--- src/rtl/uart_bus_master.sv ---
// UART-driven debug bus initiator: parses 'W'/'R' command frames from the RX byte stream,
// issues one bus word transfer and returns '+', read data, '?' or '!' on the TX stream.
module uart_bus_master #(
    parameter int DATA_WIDTH = 32,
    parameter int TIMEOUT    = 1024
) (
    input  logic                  i_clk,
    input  logic                  i_rst,
    input  logic [7:0]            i_rx_data,
    input  logic                  i_rx_valid,
    output logic                  o_rx_ready,
    output logic [7:0]            o_tx_data,
    output logic                  o_tx_valid,
    input  logic                  i_tx_ready,
    output logic [31:0]           o_addr,
    output logic [DATA_WIDTH-1:0] o_data,
    output logic                  o_wr_valid,
    input  logic                  i_wr_ready,
    output logic [2:0]            o_wr_width,
    input  logic [DATA_WIDTH-1:0] i_data,
    input  logic                  i_rd_valid,
    output logic                  o_rd_ready,
    output logic                  o_busy
);

    // state  | meaning
    // IDLE   | waiting for a command byte
    // ADDR   | collecting 4 address bytes, LSB first
    // DATA   | collecting 4 write-data bytes, LSB first
    // BUS_WR | write request on the bus, timeout running
    // BUS_RD | read request on the bus, timeout running
    // RESP   | shifting reply bytes out, LSB first
    typedef enum logic [2:0] {
        S_IDLE, S_ADDR, S_DATA, S_BUS_WR, S_BUS_RD, S_RESP
    } state_t;

    localparam int TW = $clog2(TIMEOUT + 1);

    state_t                  r_state, w_next;
    logic                    r_is_wr;
    logic [1:0]              r_byte_cnt;
    logic [TW-1:0]           r_to_cnt;
    logic [DATA_WIDTH-1:0]   r_resp;
    logic [2:0]              r_tx_cnt;
    logic [31:0]             r_addr;
    logic [DATA_WIDTH-1:0]   r_data;
    logic                    w_rx_fire, w_tx_fire, w_to_term, w_cmd_ok;

    assign o_rx_ready = !i_rst && (r_state == S_IDLE || r_state == S_ADDR || r_state == S_DATA);
    assign o_tx_valid = (r_state == S_RESP);
    assign o_tx_data  = r_resp[7:0];
    assign o_wr_valid = (r_state == S_BUS_WR);
    assign o_wr_width = o_wr_valid ? 3'd4 : 3'd0;
    assign o_rd_ready = (r_state == S_BUS_RD);
    assign o_busy     = (r_state != S_IDLE);
    assign o_addr     = r_addr;
    assign o_data     = r_data;

    assign w_rx_fire = i_rx_valid && o_rx_ready;
    assign w_tx_fire = o_tx_valid && i_tx_ready;
    assign w_to_term = (r_to_cnt == TW'(TIMEOUT - 1));
    assign w_cmd_ok  = (i_rx_data == 8'h57) || (i_rx_data == 8'h52);

    always_ff @(posedge i_clk) begin
        if (i_rst) r_state <= S_IDLE;
        else       r_state <= w_next;
    end

    always_comb begin
        w_next = r_state;
        case (r_state)
            S_IDLE:   if (w_rx_fire) w_next = w_cmd_ok ? S_ADDR : S_RESP;
            S_ADDR:   if (w_rx_fire && r_byte_cnt == 2'd3) w_next = r_is_wr ? S_DATA : S_BUS_RD;
            S_DATA:   if (w_rx_fire && r_byte_cnt == 2'd3) w_next = S_BUS_WR;
            S_BUS_WR: if (i_wr_ready || w_to_term) w_next = S_RESP;
            S_BUS_RD: if (i_rd_valid || w_to_term) w_next = S_RESP;
            S_RESP:   if (w_tx_fire && r_tx_cnt == 3'd1) w_next = S_IDLE;
            default:  w_next = S_IDLE;
        endcase
    end

    always_ff @(posedge i_clk) begin
        if (i_rst) begin
            r_is_wr    <= 1'b0;
            r_byte_cnt <= '0;
            r_to_cnt   <= '0;
            r_resp     <= '0;
            r_tx_cnt   <= '0;
            r_addr     <= '0;
            r_data     <= '0;
        end else begin
            if (r_state != w_next && (w_next == S_ADDR || w_next == S_DATA))
                r_byte_cnt <= '0;
            else if (w_rx_fire && (r_state == S_ADDR || r_state == S_DATA))
                r_byte_cnt <= r_byte_cnt + 2'd1;

            // saturating so a stuck bus can never wrap the counter back into range
            if (r_state != w_next && (w_next == S_BUS_WR || w_next == S_BUS_RD))
                r_to_cnt <= '0;
            else if ((r_state == S_BUS_WR || r_state == S_BUS_RD) && r_to_cnt != TW'(TIMEOUT))
                r_to_cnt <= r_to_cnt + TW'(1);

            case (r_state)
                S_IDLE: if (w_rx_fire) begin
                    r_is_wr <= (i_rx_data == 8'h57);
                    if (!w_cmd_ok) begin
                        r_resp   <= DATA_WIDTH'(8'h3F);
                        r_tx_cnt <= 3'd1;
                    end
                end
                S_ADDR: if (w_rx_fire) r_addr[{r_byte_cnt, 3'b000} +: 8] <= i_rx_data;
                S_DATA: if (w_rx_fire) r_data[{r_byte_cnt, 3'b000} +: 8] <= i_rx_data;
                S_BUS_WR: begin
                    if (i_wr_ready) begin
                        r_resp   <= DATA_WIDTH'(8'h2B);
                        r_tx_cnt <= 3'd1;
                    end else if (w_to_term) begin
                        r_resp   <= DATA_WIDTH'(8'h21);
                        r_tx_cnt <= 3'd1;
                    end
                end
                S_BUS_RD: begin
                    if (i_rd_valid) begin
                        r_resp   <= i_data;
                        r_tx_cnt <= 3'd4;
                    end else if (w_to_term) begin
                        r_resp   <= DATA_WIDTH'(8'h21);
                        r_tx_cnt <= 3'd1;
                    end
                end
                S_RESP: if (w_tx_fire) begin
                    r_resp   <= r_resp >> 8;
                    r_tx_cnt <= r_tx_cnt - 3'd1;
                end
                default: ;
            endcase
        end
    end

endmodule

--- config.mk ---
export PLATFORM = sky130hd
export DESIGN_NAME = uart_bus_master
export DESIGN_NICKNAME = d
export VERILOG_FILES = /design/src/rtl/uart_bus_master.sv
export SDC_FILE = /design/constraint.sdc
export NUM_CORES = 1
export LEC_CHECK = 0
export CORE_ASPECT_RATIO = 1.75
export CORE_UTILIZATION = 54
export CTS_CLUSTER_SIZE = 20
export DETAILED_ROUTE_END_ITERATION = 10
export GPL_TIMING_DRIVEN = 0
export PLACE_DENSITY = 0.86
export REMOVE_ABC_BUFFERS = 1
export SETUP_SLACK_MARGIN = 0.2
export SYNTH_ARGS = -nofsm -noshare
export SYNTH_HDL_FRONTEND = slang
export SYNTH_SLANG_ARGS = --single-unit
export TNS_END_PERCENT = 50
--- constraint.sdc ---
create_clock -name i_clk -period 3.9 [get_ports i_clk]
set_clock_uncertainty 0.15 [all_clocks]
set_input_delay 0.78 -clock i_clk [delete_from_list [all_inputs] [get_ports i_clk]]
set_output_delay 0.78 -clock i_clk [all_outputs]
set_load 0.005 [all_outputs]
Yosys cells after proc, flatten, opt, wreduce, memory -nomap -nowiden. Cells that the tools add are included.

Output and inout port bits: 80. Logic and storage cells: 87. Input port bits: 46. Bits in registers: 116.

Reduce and logical (&&, ||, !) cells: 28. Shifts and indexed selects: 2. Add/subtract/negate cells: 4. Eq/ne operators: 19. Muxes and demuxes: 26.

Operator list (number): 32-bit 2-to-1 mux (6); 32-bit case mux with 4 select lines (1); 32-bit bitwise mux (2); 3-bit 2-to-1 mux (15); 8-bit by 7-bit variable shift with 32-bit output, first input constant (1); 8-bit by 7-bit indexed part select with 32-bit output (1); 3-bit case mux with 6 select lines (1); 8-bit by 7-bit == test with 1-bit output, second input constant (2); 3-bit by 2-bit == test with 1-bit output, second input constant (4); 3-bit case mux with 4 select lines (1); 11-bit by 1-bit adder with 11-bit output, second input constant (1); 11-bit by 10-bit == test with 1-bit output, second input constant (1); 11-bit inequality test, second input constant (1); 3-bit by 1-bit == test with 1-bit output, second input constant (3); 3-bit == test, second input constant (3); 1-bit logical AND (9); 1-bit logical OR (9); 5-bit negator with 7-bit output (1); 2-bit AND reduction (3); 2-bit inequality test, second input constant (2); 4-bit AND reduction (1); 4-bit nonzero test (1); 2-bit OR reduction (2); 3-bit logical NOT (1); other kinds (7) (7).

Logic depth before layout (Yosys ltp). Gate-level depths: netlist (run 1).

Depth in word-level cells: 12. Gate-level depth with buffers: 9. Mapped depth without buffers: 7.

Worst setup path after synthesis (run 1). Ideal clock, no wire load.

Path kind: input-to-reg. Start point: input port i_rx_data[7]. End point: register r_byte_cnt[1]. Library setup time: 0.144 ns. Data arrival time: 2.297 ns. Path buffers: 1. Stages on the path: 6. Setup slack: 1.308 ns. Required time: 3.606 ns. Cell sequence: buf_2 > or4b_4 > nor3_1 > o221ai_1 > a2111oi_2 > a2111oi_2.

Cells in the longest elaborated chain, start to end: 9. Elaborated cells between the ends (all ways): 12. Those cells by class: eq/ne: 5; mux: 3; reduce/logical: 4.

Ends and longest elaborated chain: from (decl) (RTL line 9) `input logic [7:0] i_rx_data,`; 8-bit by 7-bit == test with 1-bit output (RTL line 62) `assign w_cmd_ok = (i_rx_data == 8'h57) || (i_rx_data == 8'h52);`; 1-bit logical OR * (RTL line 62); 3-bit 2-to-1 mux * (2 in a row) (RTL line 72) `S_IDLE: if (w_rx_fire) w_next = w_cmd_ok ? S_ADDR : S_RESP;`; 3-bit case mux with 6 select lines * (RTL line 71) `case (r_state)`; 3-bit by 1-bit == test with 1-bit output or 3-bit by 2-bit == test with 1-bit output (tied branches) (RTL line 92) `if (r_state != w_next && (w_next == S_ADDR || w_next == S_DATA))`; 1-bit logical OR (RTL line 92); 1-bit logical AND * (RTL line 92); 2-bit OR reduction (no line) *; to (signal assigned) (RTL line 95) `r_byte_cnt <= r_byte_cnt + 2'd1;`; to (decl) (RTL line 41) `logic [1:0] r_byte_cnt;`.

Mark *: on every way between the ends. The rest lies on a longest branch, timed or not. A chain may end at the register's enable or synchronous reset.

Worst setup path in the final report (run 1).
Start point: register r_state[0]. End point: output port o_wr_valid.

Cells in the longest elaborated chain, start to end: 1.

Ends and longest elaborated chain: from (decl) (RTL line 39) `state_t r_state, w_next;`; from (signal assigned) (RTL line 66) `else r_state <= w_next;`; 3-bit by 2-bit == test with 1-bit output (RTL line 52) `assign o_wr_valid = (r_state == S_BUS_WR);`; to (decl) (RTL line 17) `output logic o_wr_valid,`.

Every way passes these cells.

==> flow_summary.toml, run 1 <==
[status]
outcome = "finished clean"

[setup_path]
worstPathRequired_ns = 2.97
cp_max_fo = 22
criticalPathCategory = "flop to output pin"
r2r_end = "r_resp[6]"
cp-startpoint = "r_state[0]"
critPathLaunchType = "flop"
arrival_ns = 2.55
end_kind = "output pin"
crit_end = "o_wr_valid"
r2r_slack_ns = 0.58
worstReg2RegStart = "r_state[0]"
r2r.worst_path.cells = 6

[yosys]
postSynthAreaPerCell_um2 = 8.90
synth.distinct_cells = 65
yosysWarnings = 0
ys_ff_latch = 116
ys_seq_area_share_pct = 43.3
yosys.area.top_type_share_pct = 43.3
yosysMostFrequentCell = "dfxtp_1"
ys_top_cells_by_area = "dfxtp_1 43%, nand2_1 5.0%, a21oi_1 4.8%, a22oi_1 4.6%, nand3_1 4.2%"
postSynth.asyncResetShare_pct = 0
synth_edf_count = 0
syn_area_um2 = 5360
syn_inst = 602
synth_commonest_cells = "116 x dfxtp_1, 71 x nand2_1, 51 x a21oi_1"
ys.flop_type = "dfxtp_1"
synth_area_leader_cell = "dfxtp_1"

[detailed_routing]
firstDrtPassIters = 5
dr.first_iter.drc_count = 304
vias_per_cell = 6.04
remaining_drc_errors = 0
routed_wl_um = 14400
detail_route.wl_per_cell_um = 17.5
vias = 4959
drtAntennaViolNets = 0

[die]
start_util_pct = 56.3
coreArea_um2 = 9530
dieWidth_um = 77.3
die_h_um = 134
dieArea_um2 = 10300
io_pins = 126
rows = 47

[sta]
worstMarginPinSlew_ns = 1.22
finalSetupViolCount = 0
max_freq_mhz = 287
fin_hold_ws_ns = 0.303
slew_headroom_pct = 18.7
finalCritPeriodShare_pct = 89.3
maxSlewViolCount = 0
finalHoldViolations = 0
period_needed_ns = 3.48
grt_setup_unrepaired = "false"

[clock_network]
clk_latency_ns = 0.41
cts_root_buf = "clkbuf_16"
clkTransAtPathRegs_ns = 0.06
cts_hold_buffers = 0
clock_path_buffers = 2
clkSinkCount = 116
cts_tree = "yes"
h-tree-depth = 4
cts_made_buffers = 17
postCtsSetupBuffers = 0
cts_resized = 0

[finish]
final_cell_area_um2 = 7080
drive_above_1_share_pct = 8.15
fin_nets = 741
syn_to_final_growth_pct = 32.0
insertedDiodeCount = 0

[place]
place_congestion = 0.868
port_buffers = 123
dp_hpwl_um = 9900
placed_area_um2 = 6480

[power]
p_leak_nw = 2.47
powerDensity_nw_per_um2 = 434
ir_drop_mv = 0.403

[global_route]
gr-total-overflow = 0
grt_max_degree = 78
antenna_found_initial = 0
grt_pass1_wl_um = 23500
grt_usage_pct = 28.9
grt_pass1_vias = 4950

[job]
max_cap_viol_count = 0

[min_path]
hold_class = "flop to flop"
[state kept, by name (all words and copies together) (netlist names)]
signal      flops
o_addr         32
r_is_wr         1
r_state         3
r_tx_cnt        3
o_data         32
r_resp         32
r_byte_cnt      2
r_to_cnt       11
[power breakdown]
group	internal [mW]	leakage, nW	total [mW]	switching, mW
clock	1.03	0.286	1.54	0.515
sequential	1.21	0.937	1.24	0.0267
combinational	0.134	1.24	0.286	0.152
[placed cells by master (no fill, tap or decap), types with 7 or more instances in the layout]
cell and count:
o21ai_0 7, clkbuf_16 17, nand2_1 71, mux2i_1 9, a22oi_1 33, a21oi_1 51
o2bb2ai_1 16, nand3_1 45, dfxtp_1 116, a22o_1 10, inv_1 10, nor2_1 36
nor3_2 11, nand2b_1 14, and2_1 7, clkdlybuf4s50_1 122, ha_1 8, nor2b_1 9
[layer usage]
metal | wire, µm | GRT usage [%]
met1 | 5150 | 29.2
met2 | 7670 | 51.8
met3 | 922 | 7.96
met4 | 648 | 17.7
met5 | 0 | 0
[per-stage QoR]
step	utilization (%)	total power, mW	std cells	TNS, ns	setup slack [ns]
after detailed placement	68.1	1.54	790	0	0.380
after global placement	67.5	1.53	788	-216.82	-3.12
final	74.3	3.07	821	0	0.416
after global routing	74.3	3.18	821	0	0.249
after floorplan	-	1.39	543	0	0.510
after CTS	74.3	3.09	821	0	0.458
[critical path: stages (launching register included)]
cell	delay, ns
dfxtp_1	0.75
nand3b_1	0.50
inv_2	0.32
clkdlybuf4s50_1	0.56
[layout make-up]
| type | count | area (µm²) |
|---|---|---|
| Multi-Input combinational cell | 415 | 2700 |
| Fill cell | 711 | 2450 |
| Sequential cell | 116 | 2320 |
| Timing Repair Buffer | 125 | 1260 |
| Clock buffer | 22 | 464 |
| Tap cell | 122 | 153 |
| Clock inverter | 9 | 129 |
| Inverter | 12 | 45.0 |
[worst min-delay path by stage]
stage / startpoint / cells past startpoint / slack, ns / to
after detailed placement: o_data[19] / 2 / 0.30 / o_data[19]
after global routing: o_addr[10] / 2 / 0.32 / o_addr[10]
final: o_data[14] / 2 / 0.30 / o_data[14]
after floorplan: r_resp[13] / 1 / 0.28 / r_resp[13]
after CTS: o_data[19] / 2 / 0.30 / o_data[19]
after global placement: o_data[18] / 2 / 0.29 / o_data[18]
[logic make-up (layout without fill, tap and decap cells)]
family	Yosys count	count (layout)	synth area share, %
simple gates	225	225	22.2
compound gates	158	158	21.9
flops	116	116	43.3
buf+inv	72	168	6.72
xor+xnor	12	12	1.96
mux	10	10	1.89
fa+ha+maj	8	8	1.87
other cells	1	2	0.0700
No activity file was read; power rests on OpenSTA's default activity.
==> run 2, diff against run 1 <==
--- a/config.mk
+++ b/config.mk
@@ -5,7 +5,8 @@
 export SDC_FILE = /design/constraint.sdc
 export NUM_CORES = 1
 export LEC_CHECK = 0
-export CORE_ASPECT_RATIO = 1.75
+export CAP_MARGIN = 5
+export CORE_ASPECT_RATIO = 1.25
 export CORE_UTILIZATION = 54
 export CTS_CLUSTER_SIZE = 20
 export DETAILED_ROUTE_END_ITERATION = 10
==> run 2 against run 1 <==
Clock power grew 7%. Sequential share of layout area shrank 0.18 points. Combinational power shrank 2%. Count of clock-buffer cells in the layout shrank 1. Largest cell class unchanged. Largest power group unchanged. Critical path depth grew 4. Worst setup slack lost 0.012 ns. First-iteration DRC count grew 16%. Utilization shrank 0.22 points. Via count shrank 0.44%.
==> flow_summary.toml, run 2 (synthesis results as in run 1) <==
[status]
outcome = "finished clean"

[detailed_routing]
remaining_drc_errors = 0
vias_per_cell = 5.98
detail_route.wl_per_cell_um = 17.4
drtAntennaViolNets = 0
routed_wl_um = 14400
firstDrtPassIters = 5
dr.first_iter.drc_count = 353
vias = 4937

[setup_path]
r2r_end = "r_to_cnt[4]"
worstReg2RegStart = "r_state[2]"
crit_family = "simple AND/OR/NAND/NOR gates"
slowest_delay_ns = 0.78
end_kind = "flop"
cp_num_buf_inv = 2
r2r_slack_ns = 0.40
cp_slowest_cell = "and2_1"
arrival_ns = 3.62
criticalPathCategory = "flop to flop"
worstPathRequired_ns = 4.02
cp_max_fo = 24
r2r.worst_path.cells = 7
critPathLaunchType = "flop"
cp_cell_sequence = "or3b_4 > inv_2 > and2_1 > a2111oi_4 > a211oi_2 > buf_4 > nor3_2"

[sta]
slew_headroom_pct = 24.2
finalCritPeriodShare_pct = 89.7
worstMarginPinSlew_ns = 1.14
finalHoldViolations = 0
grt_setup_unrepaired = "false"
finalSetupViolCount = 0
max_freq_mhz = 286
maxSlewViolCount = 0
tns_ns = 0
period_needed_ns = 3.50

[clock_network]
clkSinkCount = 116
clkTransAtPathRegs_ns = 0.05
cts_resized = 0
clock_path_buffers = 2
cts_hold_buffers = 0
cts_tree = "yes"
cts_made_buffers = 17
h-tree-depth = 4
cts_root_buf = "clkbuf_16"
clk_latency_ns = 0.40
postCtsSetupBuffers = 0

[power]
powerDensity_nw_per_um2 = 445
ir_drop_mv = 0.330
p_leak_nw = 2.48

[finish]
layout.cells.non_filler = 826
layout_common_cells = "122 x clkdlybuf4s50_1, 116 x dfxtp_1, 71 x nand2_1"
fin_nets = 741
fillerInstances = 709
syn_to_final_growth_pct = 32.8
multiInputGateArea_um2 = 2700
layout_commonest_cell = "clkdlybuf4s50_1"
ff_latch_area_um2 = 2320
drive_above_1_share_pct = 8.43
insertedDiodeCount = 0

[job]
max_cap_viol_count = 0

[global_route]
grt_max_degree = 60
grt_pass1_wl_um = 23100
gr-total-overflow = 0
grt_usage_pct = 28.1
grt_pass1_vias = 4760
antenna_found_initial = 0

[die]
dieWidth_um = 91.1
rows = 40
die_h_um = 113
start_util_pct = 55.8
io_pins = 126
dieArea_um2 = 10300
coreArea_um2 = 9610

[place]
port_buffers = 123
dp_cells = 794
place_congestion = 0.861
dp_hpwl_um = 9380

[min_path]
hold_class = "flop to flop"
whs_path_depth = 2
min_to = "o_addr[18]"
hp-start = "o_addr[18]"
## run 2: changes by cell type in the layout (fill, tap and decap cells not counted)
cell,before,now
clkinv_2,3,1
buf_12,0,1
clkinv_4,1,3
inv_6,0,1
buf_16,1,0
bufinv_16,3,4
clkbuf_1,3,2
## run 2: where the power goes
part | internal (mW) | leakage (nW) | switching, mW | total, mW
Sequential | 1.21 | 0.937 | 0.0275 | 1.24
Combinational | 0.133 | 1.24 | 0.147 | 0.280
Clock | 1.11 | 0.304 | 0.545 | 1.65
Total | 2.45 | 2.48 | 0.720 | 3.17
## run 2: per-stage QoR
step / setup slack [ns] / cell area, µm² / power, mW / util, % / hold WS [ns]
global route: 0.217 / 7120 / 3.27 / 74.1 / 0.331
detailed placement: 0.257 / 6480 / 1.54 / 67.5 / 0.297
finish: 0.403 / 7120 / 3.17 / 74.1 / 0.306
CTS: 0.452 / 7120 / 3.18 / 74.1 / 0.304
global placement: -3.22 / 6440 / 1.53 / 67.0 / 0.292
floorplan: 0.510 / 5050 / 1.39 / - / 0.281
## run 2: worst max-delay path by stage
stage              endpoint  cells after the start       start
2_1_floorplan  r_to_cnt[10]                      6  r_state[2]
3_3_place_gp   r_to_cnt[10]                      6       i_rst
3_5_place_dp    r_to_cnt[9]                      7  i_rx_valid
4_1_cts         r_to_cnt[5]                      7  r_state[2]
5_1_grt         r_to_cnt[5]                      7  r_state[2]
6_report        r_to_cnt[4]                      7  r_state[2]
## run 2: layout make-up
class,instances,area share (%)
clock buffers,21,6.47
clock inverters,11,2.46
inverters,12,0.633
multi-input cells,415,38.0
flip-flops and latches,116,32.6
well taps,126,2.21
repair buffers,125,17.6
## run 2: layer usage
layer	routed length (µm)	track usage [%]
met4	227	11.1
met1	5560	32.0
met2	7530	50.8
met3	1070	6.60
met5	0	0
## run 2: tightest hold or removal path: stages, from the launching register on
cell,delay [ns]
dfxtp_1,0.31
nand2_1,0.05
a21oi_1,0.05
